--- src/rtl/debounce_bank.sv ---
// Multi-channel synchroniser and debouncer: stable levels plus one-cycle
// press, release and long-press pulses per channel.
module debounce_bank #(
  parameter int unsigned         CHANNELS    = 4,
  parameter int unsigned         SYNC_STAGES = 2,
  parameter int unsigned         COUNT_MAX   = 1_000_000,
  parameter int unsigned         HOLD_CYCLES = 100_000_000,
  parameter logic [CHANNELS-1:0] IDLE_LEVEL  = '0
) (
  input  logic                clock,
  input  logic                reset,
  input  logic [CHANNELS-1:0] noisy,
  output logic [CHANNELS-1:0] clean,
  output logic [CHANNELS-1:0] rise,
  output logic [CHANNELS-1:0] fall,
  output logic [CHANNELS-1:0] held
);

  localparam int unsigned CntW  = $clog2(COUNT_MAX + 1);
  localparam int unsigned HoldW = (HOLD_CYCLES > 1) ? $clog2(HOLD_CYCLES) : 1;
  localparam logic [CntW-1:0] CntMax = CntW'(COUNT_MAX);

  for (genvar c = 0; c < CHANNELS; c++) begin : g_ch
    logic [SYNC_STAGES-1:0] sync_q;
    logic                   sample;
    logic                   cand_q, cand_d;
    logic [CntW-1:0]        cnt_q, cnt_d;
    logic                   clean_q, clean_d;
    logic                   rise_q, rise_d;
    logic                   fall_q, fall_d;

    assign sample = sync_q[SYNC_STAGES-1];

    always_ff @(posedge clock or negedge reset) begin
      if (!reset) begin
        sync_q <= {SYNC_STAGES{IDLE_LEVEL[c]}};
      end else begin
        sync_q <= {sync_q[SYNC_STAGES-2:0], noisy[c]};
      end
    end

    // A sample change restarts the window; the counter saturates once stable.
    always_comb begin
      cand_d  = cand_q;
      cnt_d   = cnt_q;
      clean_d = clean_q;
      rise_d  = 1'b0;
      fall_d  = 1'b0;
      if (sample != cand_q) begin
        cand_d = sample;
        cnt_d  = '0;
      end else if (cnt_q == CntMax) begin
        clean_d = cand_q;
        rise_d  = cand_q & ~clean_q;
        fall_d  = ~cand_q & clean_q;
      end else begin
        cnt_d = cnt_q + 1'b1;
      end
    end

    always_ff @(posedge clock or negedge reset) begin
      if (!reset) begin
        cand_q  <= IDLE_LEVEL[c];
        cnt_q   <= '0;
        clean_q <= IDLE_LEVEL[c];
        rise_q  <= 1'b0;
        fall_q  <= 1'b0;
      end else begin
        cand_q  <= cand_d;
        cnt_q   <= cnt_d;
        clean_q <= clean_d;
        rise_q  <= rise_d;
        fall_q  <= fall_d;
      end
    end

    assign clean[c] = clean_q;
    assign rise[c]  = rise_q;
    assign fall[c]  = fall_q;

    if (HOLD_CYCLES == 0) begin : g_no_hold
      assign held[c] = 1'b0;
    end else begin : g_hold
      localparam logic [HoldW-1:0] HoldLast = HoldW'(HOLD_CYCLES - 1);

      logic [HoldW-1:0] hcnt_q, hcnt_d;
      logic             hold_done_q, hold_done_d;
      logic             held_q, held_d;

      // Fires once per press; releasing clean re-arms the counter.
      always_comb begin
        hcnt_d      = hcnt_q;
        hold_done_d = hold_done_q;
        held_d      = 1'b0;
        if (!clean_q) begin
          hcnt_d      = '0;
          hold_done_d = 1'b0;
        end else if (!hold_done_q) begin
          if (hcnt_q == HoldLast) begin
            held_d      = 1'b1;
            hold_done_d = 1'b1;
          end else begin
            hcnt_d = hcnt_q + 1'b1;
          end
        end
      end

      always_ff @(posedge clock or negedge reset) begin
        if (!reset) begin
          hcnt_q      <= '0;
          hold_done_q <= 1'b0;
          held_q      <= 1'b0;
        end else begin
          hcnt_q      <= hcnt_d;
          hold_done_q <= hold_done_d;
          held_q      <= held_d;
        end
      end

      assign held[c] = held_q;
    end
  end

endmodule
--- config.mk ---
export PLATFORM = sky130hd
export DESIGN_NAME = debounce_bank
export DESIGN_NICKNAME = d
export VERILOG_FILES = /design/src/rtl/debounce_bank.sv
export SDC_FILE = /design/constraint.sdc
export NUM_CORES = 1
export LEC_CHECK = 0
export ABC_CLOCK_PERIOD_IN_PS = 2500
export CORE_ASPECT_RATIO = 1.2
export CORE_MARGIN = 3
export CORE_UTILIZATION = 40
export CTS_CLUSTER_SIZE = 28
export DETAILED_ROUTE_END_ITERATION = 10
export DONT_BUFFER_PORTS = 1
export PLACE_DENSITY_LB_ADDON = 0.3
export SLEW_MARGIN = 20
export SYNTH_ARGS = -nofsm -noshare
export SYNTH_HDL_FRONTEND = slang
export SYNTH_SLANG_ARGS = --single-unit
export TNS_END_PERCENT = 50
--- constraint.sdc ---
create_clock -name clock -period 2.5 [get_ports clock]
set_clock_uncertainty 0.15 [all_clocks]
set_input_delay 0.5 -clock clock [delete_from_list [all_inputs] [get_ports clock]]
set_output_delay 0.5 -clock clock [all_outputs]
set_load 0.01 [all_outputs]
Word level (Yosys, flattened, before mapping):

Cells that the tools add are included.
W data, S select, Z words.

* register bits: 220
* output and inout bits: 16
* logic and storage cells: 152

* $add $sub $neg: 8
* eq/ne operators: 24
* multiplexer cells: 56
* bitwise logic cells: 20
* reductions and logical operators: 8

Operator list (count)
* $mux W27: 12
* $mux W20: 8
* $add A27 B1 Y27 const B: 4
* $eq A27 B27 Y1 const B: 4
* $add A20 B1 Y20 const B: 4
* $eq A20 B20 Y1 const B: 4
* $mux W1: 36
* $ne A2 B2 Y1 const B: 12
* $reduce_and A2 Y1: 8
* $not A1 Y1: 12
* $and A1 B1 Y1: 8
* $ne A1 B1 Y1: 4

Logic depth before layout (Yosys ltp):

* depth in word-level cells: 4
* gate-level depth with buffers: 8
* gate-level depth less buffers: 7

Least setup slack after synthesis:

OpenSTA, ideal clock, no wires.

* kind: register -> register
* from: register g_ch[2].g_hold.hcnt_q[11]
* to: register g_ch[2].g_hold.hcnt_q[7]
* library setup time: 119 ps
* arrival: 1994 ps
* required time: 2231 ps
* setup slack: 237 ps
* stages on the path, launching flop included: 8
* buffers on the path: 2
* clock period less this slack: 2263 ps
* cells stage by stage: dfrtp_1 or4_1 or4_1 buf_6 nor2_8 buf_8 nor4_1 o21a_1

* cells in the longest elaborated chain, start to end: 3

Ends and longest elaborated chain
* start, declared: line 86 `logic [HoldW-1:0] hcnt_q, hcnt_d;`
* start signal, assigned: line 114 `hcnt_q <= hcnt_d;`
* $eq A27 B27 Y1: line 99 `if (hcnt_q == HoldLast) begin`
* $ne A2 B2 Y1 (no source line)
* $reduce_and A2 Y1 (no source line)

No other way between the ends.
A chain may end at the register's enable or synchronous reset.

Worst setup path after layout:

* from: register g_ch[0].g_hold.hcnt_q[0]
* to: register g_ch[0].g_hold.hcnt_q[0]

* cells in the longest elaborated chain, start to end: 4
* elaborated cells between the ends (all ways): 7
* those cells by class: add/sub (1); eq/ne (2); mux (3); reduce/logical (1)

Ends and longest elaborated chain
* start, declared: line 86
* start signal, assigned: line 114
* $add A27 B1 Y27: line 103 `hcnt_d = hcnt_q + 1'b1;`
* $mux W27: line 99
* $mux W27: line 98 `end else if (!hold_done_q) begin`
* $mux W27: line 95 `if (!clean_q) begin`

Parallel ways exist; a longest one is shown, timed or not. The select of a mux whose other input is x is not followed.

==> results.toml <==
[pwr]
peakVddDrop_mv = 0.450
total_leakage_power_nw = 5.19
p_per_area_nw_per_um2 = 582
p_total_mw = 7.30

[cells_and_area]
antenna_cells = 0
fin_util_pct = 45.6
fin_area_um2 = 12600
final_cell_mix = "dfrtp_1 (220), nor2_1 (137), nand2_1 (95)"
fillCellCount = 2619
areaGrowthSynthToFinish_pct = 11.0
final_nets = 1195
drive_gt1_share_pct = 6.74
layout_commonest_cell = "dfrtp_1"

[floorplan]
fp.dieH_um = 190
io_pins = 22
die_w_um = 159
start_util_pct = 41.1
std_cell_rows = 66
core_area_um2 = 27500
die_area_um2 = 30300

[sta]
rsz0062_at_grt = "no"
max_freq_mhz = 431
report.final.slew_viol_count = 0
fin_tns_setup_ns = 0
whs_ns = -0.461
timing.final.ws_setup_ns = 0.179
final_hold_viol_count = 220
finalCriticalPeriod_ns = 2.32
worst_pin_slew_ns = 0.603
period_share_pct = 92.9
finalSetupViolations = 0
relSlewSlack_pct = 59.4

[drt]
wl_per_cell_um = 14.2
num_vias = 8270
viasPerCell = 5.30
drt-initial-drc-count = 482
dr.pass1.iters = 5
antenna_left = 0
wirelength_mm = 22.2
drc = 0

[synth]
synth_edf_count = 0
synth-seq-cells = 220
ys.flop_type = "dfrtp_1"
yosysSeqAreaShare_pct = 48.7
syn_area_per_cell_um2 = 9.72
yosysUniqueCellTypes = 60
synth.top_cell.area_share_pct = 48.7
syn_area_um2 = 11300
yosysWarnings = 0
yosysTopAreaCell = "dfrtp_1"
synthCells = 1164
synthArstFlopShare_pct = 100
synth.net_count = 1186
synth.area.top_cells = "dfrtp_1 (49%), xor2_1 (6.0%), nor2_1 (4.5%)"

[placement]
pre_cts_ws_ns = 0.0800
dp_hpwl_mm = 14.5
io_buffer_count = 0
routabilityCongestion = 0.829
placed_area_um2 = 11700

[outcome]
outcome = "finished, violations left"
violations = "hold timing"

[global_routing]
grt.total_usage_pct = 14.7
grt_pass1_wl_mm = 39.0
grt_pass1_vias = 8265
grt_max_degree = 221
grt.overflow.total = 0
grt_antenna_before_repair = 0

[cts]
tritoncts = "done"
clock_latency_ns = 0.51
h-tree-depth = 1
root_buffer = "clkbuf_16"
cts_hold_buffers = 4
clock_sinks = 220
cts_buffer_depth = 3
cts_made_buffers = 25
postCtsSetupBuffers = 0
clkTransAtPathRegs_ns = 0.06

[critical_path]
critical_path_buf_inv_count = 0
critPathTopFamily = "simple AND/OR/NAND/NOR gates"
worst_path_largest_cell_delay_ns = 0.62
worstPathMaxFanout = 6
critPathLaunchType = "flip-flop"
setup.worst_path.class = "reg2reg"
cp.arrival_ns = 2.62
worstPathCellList = "ha_1, or4b_2, nor4_1, nand4_1, nand2_1, a22o_1"
crit_required_ns = 2.80
worst_path_max_delay_cell = "or4b_2"
endpoint_kind = "flip-flop"

[min_path]
hold_path.class = "in2async"

[job]
cap_violations = 0
[layer usage]
layer	wire (um)	vias up	part of all wire (%)	global-route usage, %
met5	0	-	0	0
met2	10900	96	49	25.7
li1	-	4133	-	-
met1	10200	4001	46	19.3
met4	401	0	1.8	3.81
met3	731	40	3.3	2.11
[cells in the mapped netlist, types with 2 or more instances]
master / instances
nor4b_1: 16
or3_1: 26
o21a_1: 3
nor3b_1: 2
a21boi_0: 2
clkbuf_1: 33
nor2b_1: 8
mux2i_1: 17
o21bai_1: 2
buf_4: 17
a21oi_1: 32
buf_2: 2
a21o_1: 3
nor4_1: 35
o31ai_1: 5
inv_1: 29
xor2_1: 78
nand4b_1: 4
nand3_1: 59
and4_1: 22
o211ai_1: 8
nand2_1: 95
dfrtp_1: 220
o21ai_0: 24
nor4bb_1: 5
nand3b_1: 12
or2_2: 2
nor3_1: 22
ha_1: 16
and2_1: 24
nor4_2: 2
nand2b_1: 17
o31a_1: 3
a22o_1: 4
o21ai_1: 7
or4_1: 15
or4b_2: 2
nor2_1: 137
nand4_1: 64
and3_1: 24
xnor2_1: 47
[what timing repair did]
action                                  CTS  global route
resized for setup                         0             1
hold endpoints to repair                224           220
endpoints found under the setup margin    0             6
[path summary, 6_finish.rpt]
check                                    startpoint                         to  slack, ns  cells past startpoint
min reg2reg                       g_ch[2].sync_q[0]          g_ch[2].sync_q[1]       0.20                      0
max reg2reg                g_ch[0].g_hold.hcnt_q[0]   g_ch[0].g_hold.hcnt_q[0]       0.18                      6
min                                           reset  g_ch[0].g_hold.hcnt_q[17]      -0.46                      0
max in group asynchronous                     reset   g_ch[1].g_hold.hcnt_q[4]       2.30                      0
min in group clock                g_ch[2].sync_q[0]          g_ch[2].sync_q[1]       0.20                      0
max                        g_ch[0].g_hold.hcnt_q[0]   g_ch[0].g_hold.hcnt_q[0]       0.18                      6
[worst reg2reg max path, delay by kind of cell, from the launching register on]
kind | cells | cell delay [ns]
AND/OR/NAND/NOR | 4 | 1.28
AO/OA/AOI/OAI | 1 | 0.16
flip-flops | 1 | 0.44
adder cells (fa/ha/maj) | 1 | 0.24
[logic make-up after synthesis]
group	after synthesis	synth area share, %
AO/OA/AOI/OAI	101	5.52
AND/OR/NAND/NOR	600	29.2
multiplexers	18	1.60
flip-flops	220	48.7
XOR/XNOR	125	9.68
adder cells (fa/ha/maj)	16	1.77
buffers and inverters	84	3.54
[cell type report]
type	instances	area, um^2	area share [%]
inverters	30	113	0.897
clock buffers	35	693	5.52
clock inverters	6	80.1	0.638
flip-flops and latches	220	5510	43.9
repair buffers	36	280	2.23
well taps	374	468	3.73
multi-input cells	860	5410	43.1
[registers in the layout, summed over array words and instances, names as in the netlist]
signal                   flops
g_ch.fall_q                  4
g_ch.clean_q                 4
g_ch.rise_q                  4
g_ch.cand_q                  4
g_ch.cnt_q                  80
g_ch.sync_q                  8
g_ch.g_hold.held_q           4
g_ch.g_hold.hold_done_q      4
g_ch.g_hold.hcnt_q         108
[power breakdown]
group          internal [mW]  switching [mW]  leakage (nW)
Clock                   2.12            1.38         0.382
Combinational         0.0656          0.0848          1.77
Sequential              3.60          0.0524          3.04
Total                   5.78            1.52          5.19
[metrics by stage]
| stage | hold WS [ns] | std cells |
|---|---|---|
| 6_report | -0.461 | 1561 |
| 5_1_grt | -0.491 | 1561 |
| 4_1_cts | -0.489 | 1561 |
| 3_5_place_dp | 0.0628 | 1516 |
| 3_3_place_gp | 0.0629 | 1516 |
| 2_1_floorplan | 0.0544 | 1164 |
No activity file was read; power rests on OpenSTA's default activity.
